[config.mk]
export PLATFORM = sky130hd
export DESIGN_NAME = pixel_coord_gen
export DESIGN_NICKNAME = d
export VERILOG_FILES = /design/src/rtl/pixel_coord_gen.sv
export SDC_FILE = /design/constraint.sdc
export NUM_CORES = 1
export LEC_CHECK = 0
export CAP_MARGIN = 20
export CORE_ASPECT_RATIO = 0.6
export CORE_UTILIZATION = 53
export CTS_BUF_LIST = sky130_fd_sc_hd__clkbuf_4 sky130_fd_sc_hd__clkbuf_8
export CTS_CLUSTER_SIZE = 12
export DETAILED_ROUTE_END_ITERATION = 8
export PLACE_DENSITY = 0.86
export SETUP_SLACK_MARGIN = 0.4
export SYNTH_ARGS = -nofsm -noshare
export SYNTH_HDL_FRONTEND = slang
export SYNTH_SLANG_ARGS = --single-unit
export TNS_END_PERCENT = 10
[constraint.sdc]
create_clock -name clk -period 3.3 [get_ports clk]
set_input_delay 0.66 -clock clk [delete_from_list [all_inputs] [get_ports clk]]
set_output_delay 0.66 -clock clk [all_outputs]
set_load 0.01 [all_outputs]
[src/rtl/pixel_coord_gen.sv]
// Row-major raster coordinate generator with valid/ready handshake and
// sof/eol/eof markers; frame dimensions are latched at each frame start.
//
// state | meaning
// IDLE  | no beat presented; waits for start
// RUN   | presenting (x, y) beats of the current frame
module pixel_coord_gen #(
  parameter int W = 11
) (
  input  logic         clk,
  input  logic         rst_n,
  input  logic         start,
  input  logic         continuous,
  input  logic [W-1:0] res_x,
  input  logic [W-1:0] res_y,
  output logic [W-1:0] x,
  output logic [W-1:0] y,
  output logic [W-1:0] res_y_out,
  output logic         valid,
  input  logic         ready,
  output logic         sof,
  output logic         eol,
  output logic         eof,
  output logic         busy,
  output logic         done
);

  typedef enum logic {IDLE, RUN} state_t;

  state_t       state_q, state_d;
  logic [W-1:0] x_q, x_d, y_q, y_d;
  logic [W-1:0] rx_q, rx_d, ry_q, ry_d;
  logic         done_q, done_d;
  logic         last_x, last_y, accept, dims_ok;

  assign last_x  = (x_q == rx_q - W'(1));
  assign last_y  = (y_q == ry_q - W'(1));
  assign accept  = (state_q == RUN) && ready;
  assign dims_ok = (res_x != '0) && (res_y != '0);

  always_ff @(posedge clk or negedge rst_n) begin
    if (!rst_n) begin
      state_q <= IDLE;
      x_q     <= '0;
      y_q     <= '0;
      rx_q    <= '0;
      ry_q    <= '0;
      done_q  <= 1'b0;
    end else begin
      state_q <= state_d;
      x_q     <= x_d;
      y_q     <= y_d;
      rx_q    <= rx_d;
      ry_q    <= ry_d;
      done_q  <= done_d;
    end
  end

  always_comb begin
    state_d = state_q;
    x_d     = x_q;
    y_d     = y_q;
    rx_d    = rx_q;
    ry_d    = ry_q;
    done_d  = 1'b0;
    case (state_q)
      IDLE: begin
        if (start) begin
          rx_d = res_x;
          ry_d = res_y;
          x_d  = '0;
          y_d  = '0;
          if (dims_ok) state_d = RUN;
          else         done_d  = 1'b1;
        end
      end
      RUN: begin
        if (accept) begin
          if (last_x && last_y) begin
            x_d = '0;
            y_d = '0;
            // continuous mode re-latches the dimensions for a seamless restart
            if (continuous) begin
              rx_d = res_x;
              ry_d = res_y;
              if (!dims_ok) begin
                state_d = IDLE;
                done_d  = 1'b1;
              end
            end else begin
              state_d = IDLE;
              done_d  = 1'b1;
            end
          end else if (last_x) begin
            x_d = '0;
            y_d = y_q + W'(1);
          end else begin
            x_d = x_q + W'(1);
          end
        end
      end
      default: state_d = IDLE;
    endcase
  end

  assign valid     = (state_q == RUN);
  assign busy      = (state_q == RUN);
  assign x         = x_q;
  assign y         = y_q;
  assign res_y_out = ry_q;
  assign done      = done_q;
  assign sof       = valid && (x_q == '0) && (y_q == '0);
  assign eol       = valid && last_x;
  assign eof       = valid && last_x && last_y;

endmodule

-- Word-level counts from Yosys, hierarchy flattened
Cells that the tools add are included.
- add/sub/neg operators: 4
- multipliers: 0
- div/mod/pow operators: 0
- magnitude comparators: 0
- equal/unequal tests: 7
- shift-type cells: 0
- multiplexer cells: 31
- bitwise gates (word level): 1
- reductions and logical operators: 14
- operators with widths (kind ; number):
    $mux 11 ; 15
    $pmux 11 s2 ; 4
    $add 11x1->11 const B ; 2
    $eq 11x11->1 ; 2
    $logic_not 11->1 ; 2
    $reduce_bool 11->1 ; 2
    $sub 11x1->11 const B ; 2
    $mux 1 ; 10
    $logic_and 1x1->1 ; 7
    $ne 2x1->1 const B ; 2
    $ne 2x2->1 const B ; 2
    $pmux 1 s2 ; 2
    $reduce_and 4->1 ; 1
    $ne 3x1->1 const B ; 1
    $reduce_and 3->1 ; 1
    $reduce_and 2->1 ; 1
    $not 1->1 ; 1
- flip-flop bits (word level): 46
- latch bits: 0
- memory bits (writable): 0
- ROM bits: 0
- input port bits: 27
- word-level logic and storage cells: 63
- memories: 0

-- Logic depth before layout (Yosys ltp)
- depth in word-level cells: 7
- depth in mapped cells: 12

-- Least setup slack after synthesis
OpenSTA, ideal clock, no wires.
- path type: flip-flop to output port
- start: reg rx_q[3]
- end: out eof
- arrival time: 2.438 ns
- required time: 2.640 ns
- path slack: 0.202 ns
- stages on the path, launching flop included: 9
- cells stage by stage: dfrtp_1 -> buf_6 -> or4_4 -> or3_1 -> xnor2_1 -> o21bai_1 -> nand4_4 -> nor4_4 -> and2_1
- cells in the longest elaborated chain, start to end: 4
- RTL lines (what ; RTL line ; RTL):
    start, declared ; 32 ; logic [W-1:0] rx_q, rx_d, ry_q, ry_d;
    start signal, assigned ; 53 ; rx_q <= rx_d;
    $sub 11x1->11 ; 36 ; assign last_x = (x_q == rx_q - W'(1));
    $eq 11x11->1 ; 36 ;
    $logic_and 1x1->1 (2 in a row) ; 114 ; assign eof = valid && last_x && last_y;
    end, declared ; 23 ; output logic eof,
No other way between the ends.

-- Worst setup path after layout
- start: reg rx_q[5]
- end: out eof
The elaborated chain is that of the path after synthesis.

==> key figures <==
Run status
  – Result of the run: finished clean

Placement
  – Last weighted congestion value of the routability-driven placer: 0.9366
  – HPWL Detailed: around 6100 microns
  – Count of port buffers added during placement: between 60 and 70
  – Area of placed instances: roughly 3900 sq um
  – Cells after DPL: between 400 and 500

Logic synthesis
  – Share of the synthesized netlist area taken by xor and xnor gates: 12.01%
  – Number of enable flip-flop cells after synthesis: 0
  – Combined area of all synthesized cells: 3063 sq um
  – Mux contribution to synthesized area: 11.52%
  – Most frequent cells after synthesis: dfrtp_1 (46), xor2_1 (22), nand2_1 (21), nor2_1 (21)
  – Area fraction in and, or, nand and nor cells after synthesis: between 20 and 25%
  – Synth top area share: between 30% and 40%
  – YS warnings: 0
  – Top cells by area, synth: dfrtp_1 (38%), mux2_4 (9.8%), xor2_1 (6.3%), xnor2_1 (5.7%), nand2_1 (2.6%)
  – Synth Area in Compound Gates: about a tenth
  – Adder-cell share of the synthesized area: around 2.5%
  – Most used flip-flop cell after synthesis: dfrtp_1
  – Syn Inst Count: a little over 300
  – Library cell occupying the most area in the post-synthesis netlist: dfrtp_1
  – Largest family of logic cells by synthesized area: simple AND/OR/NAND/NOR gates
  – Post-synthesis register bit count: 46
  – Count of cell types in the netlist: 50
  – Share of synthesized registers carrying an async set or reset: 100.0%
  – Cell with the most instances after synthesis: dfrtp_1
  – Sequential-to-total area share from yosys stat: ~38%
  – Post-Synthesis Mean Instance Area: 10.11 sq um
  – Net Count, Synth: between 300 and 400

Floorplan
  – Number of top-level pins: 66
  – Height of the chip: ~61 microns
  – Placeable core region: 5570 sq um
  – Effective utilization at floorplan: 54.99%
  – Die boundary width: between 100 and 150 microns
  – Number of placement rows: 21
  – Total die area: roughly 6100 sq um

Global route
  – Via count of the first global-routing pass: between 2000 and 3000
  – Global Route Usage Sum: approximately 29%
  – Pin count of the biggest net entering global routing: 47
  – GRT Residual Overflow: 0
  – Antenna violations before repair: 0
  – Global-route wire length before repair: 13100 microns

Routing
  – Number of antenna-violating nets in the routed design: 0
  – Detailed-route vias per instance: 6.078
  – Detailed-route DRC error count: 0
  – Vias after detailed routing: between 2000 and 3000
  – Detailed router's first-iteration violation count: roughly 280
  – Count of TritonRoute iterations in the first routing pass: 4
  – Avg WL per Cell: 19.88 microns
  – Post-detailed-routing wire length: ~9400 microns

Power
  – Combinational cell fraction of total power: around two fifths
  – Design internal power: ~1200 uW
  – Register share of total power: between 40% and 50%
  – Switching power: 686.9 uW
  – Standby leakage power: roughly 0.0018 uW
  – Worst ir drop on vdd: around 340 uV
  – Switching part of the total power: a little over a third
  – Areal power density over the cells: roughly 450 nW/um^2
  – Clock power share: a little under a fifth

Timing
  – Worst rel slew slack: about three fifths
  – Maximum clock frequency: about 300 MHz
  – Number of hold violations in the final report: 0
  – Setup skew after layout: around 0.0084 ns
  – Final setup violation count: 0
  – Final Max Slew Viols: 0
  – Min Clock Period, post-route: roughly 3.3 ns
  – Setup repair after global routing missed its margin: yes
  – Period utilization: between 90 and 100%
  – Transition at the pin with the smallest max-transition slack: 0.6221 ns
  – Summed negative setup slack over all endpoints: 0 ns

Setup path
  – R2R depth: 10
  – Flop-to-flop setup slack: 0.19 ns
  – Type of destination of the critical path: output pin
  – Critical path startpoint: rx_q[5]$_DFFE_PN0P_
  – Maximum fanout encountered on the critical timing path: 2
  – Category of the critical setup timing path: flip-flop to output pin
  – Instance count on the critical path: 8
  – Cells traversed along the worst timing path: or4_4, or3_4, nor3_4, xnor2_2, nand4_4, nor4_4, and2_4, buf_6
  – Delay of the slowest critical-path stage: around 0.55 ns
  – Data arrival time of the critical path: about 2.6 ns
  – Kind of cell with the highest combined delay on the critical path: simple AND/OR/NAND/NOR gates
  – Worst endpoint required time: roughly 2.6 ns
  – Cell with the biggest individual delay on the critical path: or4_4
  – Buffering stage count on the worst path with inverters included: 1
  – CP startpoint kind: flip-flop
  – Crit Reg-Reg Startpoint: res_y_out[1]$_DFFE_PN0P_

Worst hold path
  – Class of the worst hold path: primary input to async pin

Clocking
  – Clock sink count: 46
  – Number of levels in the clock H-tree: 2
  – Quantity of hold-fixing buffers added after cts: 0
  – Maximum clock insertion buffer count: 2
  – Clock transition at the registers of the reported paths: 0.09 ns
  – Clock network latency to the later pin of the worst-skew pair: between 0.3 and 0.4 ns
  – Clock root buffer master: clkbuf_8
  – Cts bufs inserted: 5
  – CTS tree: built

Final layout
  – NumNets Final: around 430
  – Proportion of layout cells with a drive suffix above 1: between 20% and 30%
  – Synth-to-layout area growth: 35.87%
  – Cell Count, Final, Fillers Out: about 470
  – Final design instance area without fill: approximately 4200 sq um
  – ANT cells: 0

Run
  – MaxCap Viol Count: 0
==> sequential cells by signal, summed over array words and instances, names as in the netlist <==
| register | count |
|---|---|
| done | 1 |
| y | 11 |
| rx_q | 11 |
| busy | 1 |
| x | 11 |
| res_y_out | 11 |
==> cell families (layout without fill, tap and decap cells) <==
| logic type | after synthesis | count (layout) |
|---|---|---|
| AO/OA/AOI/OAI | 42 | 44 |
| XOR/XNOR | 42 | 42 |
| adder cells (fa/ha/maj) | 6 | 6 |
| buffers and inverters | 25 | 114 |
| flip-flops | 46 | 46 |
| multiplexers | 25 | 25 |
| AND/OR/NAND/NOR | 117 | 117 |
==> metal layers <==
layer  GRT usage, %  up-vias  share of wire, %
met5              0        -                 0
met4          5.797        0               1.4
met3          5.184       16               9.1
met2          44.62      182                46
met1          42.15     1406                44
li1               -     1277                 -
==> final cells by class <==
class | count | area, sq um
fillers | 379 | 1409
flip-flops and latches | 46 | 1152
repair buffers | 94 | 889.6
clock buffers | 7 | 83.83
inverters | 13 | 48.80
multi-input cells | 234 | 1887
well taps | 80 | 100.1
==> timing repair <==
action                     in CTS  in global routing
pin swaps                       7                  4
hold endpoints to repair        0                  0
gates resized for setup        17                 13
setup endpoints to repair      33                 36
gates cloned                    0                  2
buffers inserted                2                  3
==> path summary, 6_finish.rpt <==
path / to
max: eof
min: res_y_out[5]$_DFFE_PN0P_
max reg2reg: y[10]$_DFFE_PN0P_
min reg2reg: rx_q[1]$_DFFE_PN0P_
max in group asynchronous: x[4]$_DFFE_PN0P_
min in group clk: rx_q[1]$_DFFE_PN0P_
==> per-stage QoR <==
step	hold WS, ns	utilization, %	power (uW)	setup slack (ns)
floorplan	0.3644	-	1155	0.3419
global placement	0.5469	69.90	1449	-0.02211
detailed placement	0.5546	69.90	1478	-0.06291
CTS	0.5692	72.28	1839	-0.1025
global route	0.2794	74.71	1978	-0.06364
finish	0.2642	74.71	1889	0.02246
==> cell usage in the layout, fill, tap and decap left out, types with 3 or more instances in the layout <==
master / instances
nand3_1: 14
nor4_1: 9
nand2_1: 21
xnor2_2: 3
a31oi_1: 7
a41oi_1: 3
o22ai_1: 3
dfrtp_1: 45
nor3_1: 6
mux2_4: 22
inv_1: 13
a211oi_1: 3
xnor2_1: 17
o21ai_0: 6
nand2b_1: 9
xor2_1: 22
mux2i_1: 3
ha_1: 6
a21oi_1: 10
clkbuf_8: 5
nand4_1: 9
buf_6: 5
clkdlybuf4s50_1: 62
buf_4: 25
and3_1: 3
nor4_4: 3
nor2_1: 19
==> power groups by stage <==
stage | registers [uW] | clock network [uW] | logic [uW]
after global placement | 761 | 0 | 688
after floorplan | 768 | 0 | 387
after CTS | 757 | 356 | 726
final | 766 | 355 | 768
after global routing | 774 | 381 | 823
after detailed placement | 766 | 0 | 712
(Power assumes the default switching activity.)
